### config.mk
export PLATFORM = sky130hd
export DESIGN_NAME = ld_st_buffer
export DESIGN_NICKNAME = d
export VERILOG_FILES = /design/src/rtl/ld_st_buffer.sv
export SDC_FILE = /design/constraint.sdc
export NUM_CORES = 1
export LEC_CHECK = 0
export ABC_AREA = 0
export BUFFER_PORTS_ARGS = -buffer_cell sky130_fd_sc_hd__buf_4
export CAP_MARGIN = 25
export CORE_MARGIN = 2
export CORE_UTILIZATION = 50
export CTS_CLUSTER_SIZE = 14
export DETAILED_ROUTE_END_ITERATION = 12
export PLACE_DENSITY = 0.68
export SLEW_MARGIN = 20
export SYNTH_ARGS = -nofsm -noshare
export SYNTH_HDL_FRONTEND = slang
export SYNTH_SLANG_ARGS = --single-unit
export TNS_END_PERCENT = 5
### constraint.sdc
create_clock -name clk -period 10.1 [get_ports clk]
set_input_delay 2.02 -clock clk [delete_from_list [all_inputs] [get_ports clk]]
set_output_delay 2.02 -clock clk [all_outputs]
set_load 0.01 [all_outputs]
### src/rtl/ld_st_buffer.sv
// ============================================================================
// Module   : ld_st_buffer
// Purpose  : In-order load/store buffer; snoops the CDB for operands and
//            issues the head entry as a registered single-cycle request.
// Revision : 1.0
// ============================================================================
`default_nettype none

module ld_st_buffer #(
    parameter int DEPTH   = 4,
    parameter int ROBEN_W = 4
) (
    input  logic                     clk,
    input  logic                     rst,
    input  logic                     alloc_valid,
    input  logic                     alloc_is_store,
    input  logic [ROBEN_W-1:0]       alloc_ROBEN,
    input  logic [ROBEN_W-1:0]       alloc_ROBEN1,
    input  logic [31:0]              alloc_ROBEN1_VAL,
    input  logic [ROBEN_W-1:0]       alloc_ROBEN2,
    input  logic [31:0]              alloc_ROBEN2_VAL,
    input  logic [31:0]              alloc_Immediate,
    input  logic                     CDB_valid,
    input  logic [ROBEN_W-1:0]       CDB_ROBEN,
    input  logic [31:0]              CDB_Write_Data,
    input  logic [ROBEN_W-1:0]       commit_store_ROBEN,
    input  logic                     flush,
    output logic                     LdStB_FULL,
    output logic [$clog2(DEPTH):0]   LdStB_count,
    output logic [ROBEN_W-1:0]       LdStB_MEMU_ROBEN,
    output logic                     LdStB_MEMU_Read_en,
    output logic                     LdStB_MEMU_Write_en,
    output logic [31:0]              LdStB_MEMU_ROBEN1_VAL,
    output logic [31:0]              LdStB_MEMU_Immediate,
    output logic [31:0]              LdStB_MEMU_address,
    output logic [31:0]              LdStB_MEMU_data
);

    localparam int PTR_W = $clog2(DEPTH);
    localparam int CNT_W = PTR_W + 1;

    logic [DEPTH-1:0]   valid_q, valid_d;
    logic [DEPTH-1:0]   st_q, st_d;
    logic [ROBEN_W-1:0] rob_q [DEPTH];
    logic [ROBEN_W-1:0] rob_d [DEPTH];
    logic [ROBEN_W-1:0] t1_q  [DEPTH];
    logic [ROBEN_W-1:0] t1_d  [DEPTH];
    logic [31:0]        v1_q  [DEPTH];
    logic [31:0]        v1_d  [DEPTH];
    logic [ROBEN_W-1:0] t2_q  [DEPTH];
    logic [ROBEN_W-1:0] t2_d  [DEPTH];
    logic [31:0]        v2_q  [DEPTH];
    logic [31:0]        v2_d  [DEPTH];
    logic [31:0]        imm_q [DEPTH];
    logic [31:0]        imm_d [DEPTH];

    logic [PTR_W-1:0]   head_q, head_d, tail_q, tail_d;
    logic [CNT_W-1:0]   count_q, count_d;

    logic [ROBEN_W-1:0] o_rob_q, o_rob_d;
    logic               o_rd_q, o_rd_d, o_wr_q, o_wr_d;
    logic [31:0]        o_v1_q, o_v1_d, o_imm_q, o_imm_d;
    logic [31:0]        o_addr_q, o_addr_d, o_data_q, o_data_d;

    logic w_full, w_alloc, w_issue, w_byp1, w_byp2;

    assign w_full  = (count_q == CNT_W'(DEPTH));
    assign w_alloc = alloc_valid && !w_full && !flush;
    // Issue looks only at registered entry state; same-cycle CDB data is not forwarded.
    assign w_issue = !flush && valid_q[head_q] && (t1_q[head_q] == '0) &&
                     (!st_q[head_q] ||
                      ((t2_q[head_q] == '0) && (commit_store_ROBEN == rob_q[head_q])));
    assign w_byp1  = CDB_valid && (alloc_ROBEN1 != '0) && (CDB_ROBEN == alloc_ROBEN1);
    assign w_byp2  = CDB_valid && (alloc_ROBEN2 != '0) && (CDB_ROBEN == alloc_ROBEN2);

    always_comb begin
        valid_d  = valid_q;
        st_d     = st_q;
        rob_d    = rob_q;
        t1_d     = t1_q;
        v1_d     = v1_q;
        t2_d     = t2_q;
        v2_d     = v2_q;
        imm_d    = imm_q;
        head_d   = head_q;
        tail_d   = tail_q;
        count_d  = count_q;
        o_rob_d  = o_rob_q;
        o_v1_d   = o_v1_q;
        o_imm_d  = o_imm_q;
        o_addr_d = o_addr_q;
        o_data_d = o_data_q;
        o_rd_d   = 1'b0;
        o_wr_d   = 1'b0;

        for (int i = 0; i < DEPTH; i++) begin
            if (valid_q[i] && CDB_valid) begin
                if ((t1_q[i] != '0) && (t1_q[i] == CDB_ROBEN)) begin
                    t1_d[i] = '0;
                    v1_d[i] = CDB_Write_Data;
                end
                if ((t2_q[i] != '0) && (t2_q[i] == CDB_ROBEN)) begin
                    t2_d[i] = '0;
                    v2_d[i] = CDB_Write_Data;
                end
            end
        end

        if (w_issue) begin
            valid_d[head_q] = 1'b0;
            head_d          = head_q + PTR_W'(1);
            o_rd_d          = !st_q[head_q];
            o_wr_d          = st_q[head_q];
            o_rob_d         = rob_q[head_q];
            o_v1_d          = v1_q[head_q];
            o_imm_d         = imm_q[head_q];
            o_addr_d        = v1_q[head_q] + imm_q[head_q];
            o_data_d        = st_q[head_q] ? v2_q[head_q] : 32'd0;
        end

        if (w_alloc) begin
            valid_d[tail_q] = 1'b1;
            st_d[tail_q]    = alloc_is_store;
            rob_d[tail_q]   = alloc_ROBEN;
            t1_d[tail_q]    = w_byp1 ? '0 : alloc_ROBEN1;
            v1_d[tail_q]    = w_byp1 ? CDB_Write_Data : alloc_ROBEN1_VAL;
            t2_d[tail_q]    = w_byp2 ? '0 : alloc_ROBEN2;
            v2_d[tail_q]    = w_byp2 ? CDB_Write_Data : alloc_ROBEN2_VAL;
            imm_d[tail_q]   = alloc_Immediate;
            tail_d          = tail_q + PTR_W'(1);
        end

        case ({w_alloc, w_issue})
            2'b10:   count_d = count_q + CNT_W'(1);
            2'b01:   count_d = count_q - CNT_W'(1);
            default: count_d = count_q;
        endcase

        if (flush) begin
            valid_d = '0;
            head_d  = '0;
            tail_d  = '0;
            count_d = '0;
        end
    end

    always_ff @(posedge clk or negedge rst) begin
        if (!rst) begin
            valid_q  <= '0;
            st_q     <= '0;
            head_q   <= '0;
            tail_q   <= '0;
            count_q  <= '0;
            o_rob_q  <= '0;
            o_rd_q   <= 1'b0;
            o_wr_q   <= 1'b0;
            o_v1_q   <= '0;
            o_imm_q  <= '0;
            o_addr_q <= '0;
            o_data_q <= '0;
            for (int i = 0; i < DEPTH; i++) begin
                rob_q[i] <= '0;
                t1_q[i]  <= '0;
                v1_q[i]  <= '0;
                t2_q[i]  <= '0;
                v2_q[i]  <= '0;
                imm_q[i] <= '0;
            end
        end else begin
            valid_q  <= valid_d;
            st_q     <= st_d;
            head_q   <= head_d;
            tail_q   <= tail_d;
            count_q  <= count_d;
            o_rob_q  <= o_rob_d;
            o_rd_q   <= o_rd_d;
            o_wr_q   <= o_wr_d;
            o_v1_q   <= o_v1_d;
            o_imm_q  <= o_imm_d;
            o_addr_q <= o_addr_d;
            o_data_q <= o_data_d;
            rob_q    <= rob_d;
            t1_q     <= t1_d;
            v1_q     <= v1_d;
            t2_q     <= t2_d;
            v2_q     <= v2_d;
            imm_q    <= imm_d;
        end
    end

    assign LdStB_FULL            = w_full;
    assign LdStB_count           = count_q;
    assign LdStB_MEMU_ROBEN      = o_rob_q;
    assign LdStB_MEMU_Read_en    = o_rd_q;
    assign LdStB_MEMU_Write_en   = o_wr_q;
    assign LdStB_MEMU_ROBEN1_VAL = o_v1_q;
    assign LdStB_MEMU_Immediate  = o_imm_q;
    assign LdStB_MEMU_address    = o_addr_q;
    assign LdStB_MEMU_data       = o_data_q;

endmodule

`default_nettype wire

==> results of run 1 <==
[critical path, cell delays in order, from the launching register on]
cell and delay (ps):
dfrtp_4 760, buf_4 660, mux4_2 470, ha_1 380, and2_1 210, a221oi_1 530, a21oi_1 210, o41ai_1 810
o2111ai_1 240, a21oi_1 240, xor2_1 170, o21ai_0 90
[cell type report]
class                   count  share of cell area (%)
flip-flops and latches    581                    46.2
multi-input cells        1409                    36.2
repair buffers            329                    8.06
clock buffers              82                    5.16
well taps                 688                    2.74
clock inverters            23                   0.966
inverters                  48                   0.573
diodes                      8                  0.0636
[flip-flops by register name, indices dropped and copies added, names as in the netlist]
register	count
LdStB_MEMU_ROBEN	4
st_q	4
LdStB_MEMU_Immediate	32
t1_q	16
LdStB_MEMU_ROBEN1_VAL	32
t2_q	16
v1_q	128
LdStB_MEMU_Read_en	1
rob_q	16
v2_q	128
LdStB_MEMU_Write_en	1
LdStB_MEMU_address	32
LdStB_MEMU_data	32
LdStB_count	3
valid_q	4
imm_q	128
head_q	2
tail_q	2
[metal layers]
metal	vias to the layer above	track usage, %	wire [um]	share of wire (%)
li1	8721	-	-	-
met5	-	0	74	0.093
met4	10	11.4	2770	3.5
met2	988	44.6	37400	47
met3	185	6.20	6160	7.7
met1	10354	39.0	33300	42
[cells in the mapped netlist (4+ instances only)]
library cell	instances
buf_1	24
a21oi_1	287
nor3_1	19
nand4_1	7
ha_1	39
nand3b_1	4
or4_1	8
o22ai_1	256
buf_2	25
xnor2_1	46
inv_1	48
nor4_1	4
o31ai_1	7
o21a_1	6
a21o_1	9
nand2b_1	11
o21ai_1	10
dfrtp_1	581
and2_1	7
xor2_1	28
mux4_2	102
a22o_1	32
nand3_1	22
o21ai_0	82
nor2_1	35
nand2_1	124
clkbuf_1	102
mux2_2	216
[power groups by stage]
stage	combinational (mW)	clock [mW]	sequential (mW)
3_5_place_dp	2.87	0	3.79
3_3_place_gp	2.77	0	3.72
2_1_floorplan	1.82	0	3.71
6_report	2.90	2.21	3.77
4_1_cts	2.88	2.25	3.75
5_1_grt	3.17	2.34	3.86
[cell usage in the layout, fill, tap and decap left out, types with 17 or more instances in the layout]
cell type  count
nor2_1        35
nand2_1      120
clkbuf_1      17
nor3_1        19
xnor2_1       46
inv_1         48
xor2_1        28
dfrtp_1      579
mux2_2       216
o21ai_0       82
clkbuf_16     59
buf_4        322
a22o_1        32
mux4_2       102
a21oi_1      287
ha_1          39
o22ai_1      256
nand3_1       20
[metrics by stage]
stage,instances,power (mW)
3_3_place_gp,3053,6.50
4_1_cts,3159,8.88
5_1_grt,3165,9.36
3_5_place_dp,3054,6.65
6_report,3168,8.88
2_1_floorplan,2189,5.53
[cell families (layout without fill, tap and decap cells)]
logic type | after synthesis | count (layout) | share of synthesized area (%)
AO/OA/AOI/OAI | 717 | 717 | 15.7
flip-flops | 581 | 581 | 54.6
multiplexers | 320 | 320 | 17.8
AND/OR/NAND/NOR | 257 | 257 | 4.52
buffers and inverters | 199 | 482 | 2.92
XOR/XNOR | 74 | 74 | 2.43
adder cells (fa/ha/maj) | 41 | 41 | 1.98
other | 0 | 8 | 0
[how the worst min path moves through the flow]
| stage | depth (start not counted) | from | end | slack, ps |
|---|---|---|---|---|
| 6_report | 2 | LdStB_MEMU_address[24] | LdStB_MEMU_address[24] | 480 |
| 2_1_floorplan | 1 | imm_q[10] | imm_q[10] | 470 |
| 3_3_place_gp | 2 | LdStB_MEMU_address[9] | LdStB_MEMU_address[9] | 470 |
| 4_1_cts | 2 | LdStB_MEMU_address[24] | LdStB_MEMU_address[24] | 490 |
| 5_1_grt | 1 | imm_q[29] | imm_q[29] | 510 |
| 3_5_place_dp | 2 | LdStB_MEMU_address[24] | LdStB_MEMU_address[24] | 480 |
==> results.toml, run 1 <==
[global_route]
first_global_vias = 21081
grt_usage_pct = 28.5
antenna_found_initial = 11
overflow = 0
grt_first_pass_wirelength_um = 123000
grt_max_degree = 174

[critical_path]
r2r_cells = 11
endpoint_kind = "register"
r2r-start = "head_q[1]"
required_ps = 10570
worstPathMaxFanout = 41
reg2reg_setup_slack_ps = 5090
crit_end = "LdStB_MEMU_address[19]"
worstSetupPathType = "reg2reg"
timing.rr.end = "LdStB_MEMU_address[19]"
critPathLaunch = "head_q[1]"
startpoint_type = "register"
worstPathArrival_ps = 5480

[timing]
final-setup-viol-count = 0
rsz0062_at_grt = "no"
layout_min_cycle_time_ps = 5010
fin_setup_tns_ps = 0
hold_viol_final = 0
fin_skew_ps = 34.4
period_share_pct = 49.6
drv_slew = 0
whs_ps = 484
layout_setup_ws_ps = 5090
worst_pin_slew_ps = 1040
max_freq_mhz = 200
timing.slew.headroom_pct = 30.7

[detailed_routing]
wire_per_inst_um = 25.2
drt-initial-drc-count = 2199
routed_wl_um = 79800
drc = 0
ant_nets = 0
drt-pass1-iter-count = 6
via_per_inst = 6.39
vias = 20258

[pwr]
power_frac_clock_pct = 24.9
cellLeakagePower_nw = 13.7
p_per_area_nw_per_um2 = 282
swShare_pct = 32.8
p_int_mw = 5.97
worst_ir_drop_vdd_mv = 0.158
pwr-share-comb_pct = 32.7
seq_power_share_pct = 42.4
netSwitchingPower_mw = 2.92

[clock_network]
ctsResizeCount = 0
clkLatencyLatePin_ps = 640
cts_tree = "built"
htreeDepth = 2
postCtsSetupRepairBufs = 0
postCtsHoldBufs = 0
clk_pin_slew_ps = 60
cts_buffers = 59
cts_sinks = 581
clk_path_buf_depth = 3
clock-root-buffer = "clkbuf_16"

[synth]
synthArstFlopShare_pct = 100
synth_top_area_share_pct = 54.6
yosysSeqAreaShare_pct = 54.6
synth_cell_types = 61
synth_edf_count = 0
synth_nets = 2384
synth.area.top_cells = "dfrtp_1 (55%), mux2_2 (9.1%), mux4_2 (8.6%), o22ai_1 (6.0%), a21oi_1 (5.4%)"
syn_area_um2 = 26600
ys_warn_count = 0
synth_top_area_cell = "dfrtp_1"
yosys_register_bits = 581
synthFlopType = "dfrtp_1"
avgSynthCellArea_um2 = 12.2
netlist_instances = 2189

[layout]
area_growth_pct = 18.1
utilization_pct = 59.8
drive_gt1_share_pct = 30.8
final_area_um2 = 31500
seqCellArea_um2 = 14500
num-nets-final = 2623
fillers = 4207
multi_input_area_um2 = 11400

[outcome]
status = "complete, no violations"

[floorplan]
rows = 84
die_w_um = 235
start_util_pct = 50.6
die-area_um2 = 55100
die_y_um = 235
fp.coreArea_um2 = 52700
ios = 292

[place]
gp_congestion = 0.921
dpl.hpwl_um = 52100
post-place-ws_ps = 4900
post_dp_cell_area_um2 = 29500
numPortBuffers = 291

[min_path]
holdCritPathClass = "reg2reg"

[job]
maxCapViolations = 0
Note: power is estimated with default switching activity, not from simulation.
==> inputs of run 2 (changes only) <==
PLACE_DENSITY = 0.7   (was 0.68)
clock period = 4.1 ns   (was 10.1 ns; I/O delays follow)
==> results.toml, run 2 (same netlist as run 1, synthesis figures left out) <==
[critical_path]
endpoint_kind = "register"
critical-path-top-delay-family = "simple AND/OR/NAND/NOR gates"
timing.rr.end = "LdStB_MEMU_address[31]"
startpoint_type = "register"
cp_num_cells = 11
crit_end = "LdStB_MEMU_address[31]"
critPathBufInv = 1
worstSetupPathType = "reg2reg"
r2r-start = "head_q[0]"
critPathLaunch = "head_q[0]"
worstPathArrival_ps = 4380
r2r_cells = 11
required_ps = 4600
crit_chain = "buf_12 -> mux4_2 -> ha_1 -> and2_1 -> a221oi_1 -> a211oi_1 -> nor2_1 -> a31o_2 -> o31ai_1 -> or4_1 -> and3_1"
worstPathMaxFanout = 15
max_stage_delay_ps = 590
reg2reg_setup_slack_ps = 220
slowest_stage = "dfrtp_4"

[timing]
layout_min_cycle_time_ps = 3880
hold_viol_final = 0
drv_slew = 0
period_share_pct = 94.6
rsz0062_at_grt = "no"
fin_skew_ps = 19.1
timing.slew.headroom_pct = 49.4
max_freq_mhz = 258
fin_setup_tns_ps = 0
worst_pin_slew_ps = 756
final-setup-viol-count = 0

[layout]
layout.cells.non_filler = 3202
mostFrequentLayoutCells = "dfrtp_1 (579), buf_4 (349), a21oi_1 (287)"
fillers = 4148
largest_registers = "imm_q x128, v1_q x128, v2_q x128"
multi_input_area_um2 = 11400
num-nets-final = 2661
seqCellArea_um2 = 14500
drive_gt1_share_pct = 31.9
area_growth_pct = 20.0
final_common_cell = "dfrtp_1"

[clock_network]
htreeDepth = 2
postCtsHoldBufs = 0
clk_pin_slew_ps = 60
clk_path_buf_depth = 3
clkLatencyLatePin_ps = 620
clock-root-buffer = "clkbuf_16"
cts_buffers = 59
cts_sinks = 581
cts_tree = "built"

[detailed_routing]
drt-pass1-iter-count = 5
drc = 0
drt-initial-drc-count = 2062
ant_nets = 0
routed_wl_um = 80800
via_per_inst = 6.47
vias = 20730
wire_per_inst_um = 25.2

[global_route]
antenna_found_initial = 8
grt_first_pass_wirelength_um = 125000
first_global_vias = 21444
overflow = 0
grt_max_degree = 102
grt_usage_pct = 28.9

[place]
dpl.hpwl_um = 54100
numPortBuffers = 291
gp_congestion = 0.893
dpl.cell_count = 3083

[job]
maxCapViolations = 0

[floorplan]
die_w_um = 235
fp.coreArea_um2 = 52700
die_y_um = 235
rows = 84
start_util_pct = 50.6
die-area_um2 = 55100
ios = 292

[pwr]
p_per_area_nw_per_um2 = 694
worst_ir_drop_vdd_mv = 0.383
cellLeakagePower_nw = 14.0

[min_path]
holdCritPathClass = "in2async"

[outcome]
status = "complete, no violations"
-- run 2: worst min-delay path by stage --
stage                          start                         to  slack (ps)  depth (start not counted)
2_1_floorplan              imm_q[10]                  imm_q[10]         470                          1
3_3_place_gp   LdStB_MEMU_address[8]      LdStB_MEMU_address[8]         460                          2
3_5_place_dp   LdStB_MEMU_address[5]      LdStB_MEMU_address[5]         470                          2
4_1_cts                          rst  LdStB_MEMU_ROBEN1_VAL[27]         180                          1
5_1_grt                          rst  LdStB_MEMU_ROBEN1_VAL[27]         210                          1
6_report                         rst  LdStB_MEMU_ROBEN1_VAL[27]         190                          1
-- run 2: through the flow --
stage	power (mW)	area [um2]	hold WS [ps]	util [%]	setup WS, ps
after global placement	16.2	29900	462	56.7	160
after detailed placement	16.6	29900	474	56.7	85.8
after floorplan	13.6	26600	474	-	29.7
after CTS	22.1	31900	183	60.5	67.2
final	22.2	32000	186	60.7	222
after global routing	23.3	32000	212	60.7	39.9
-- run 2: power by group --
group | total, mW | switching, mW | internal [mW]
Combinational | 7.26 | 3.62 | 3.64
Sequential | 9.35 | 1.40 | 7.95
Clock | 5.57 | 2.26 | 3.31
-- run 2: metal layers --
metal	GRT usage [%]	share of wire [%]	wire length, um	up-vias
met3	5.17	8.0	6500	153
met1	40.4	42	33500	10660
li1	-	-	-	8796
met4	10.8	2.8	2290	8
met5	0	0.051	41	-
met2	45.5	48	38400	1113
-- run 2: what timing repair did --
item,4_1_cts,5_1_grt
setup endpoints to repair,0,4
resized for setup,0,1
setup buffers,0,10
-- run 2: cell type report --
cell class	count	share of cell area (%)
Multi-Input combinational cell	1409	35.6
Timing Repair Buffer	367	9.31
Clock buffer	93	5.78
Tap cell	688	2.69
Inverter	48	0.564
Sequential cell	581	45.5
Antenna cell	4	0.0313
Clock inverter	12	0.509
-- run 2: worst register-to-register path: cells and delay by family, from the launching register on --
kind            cells  cell delay [ps]
simple gates        4             1120
compound gates      4              930
flops               1              590
mux                 1              530
fa+ha+maj           1              370
buf+inv             1              220
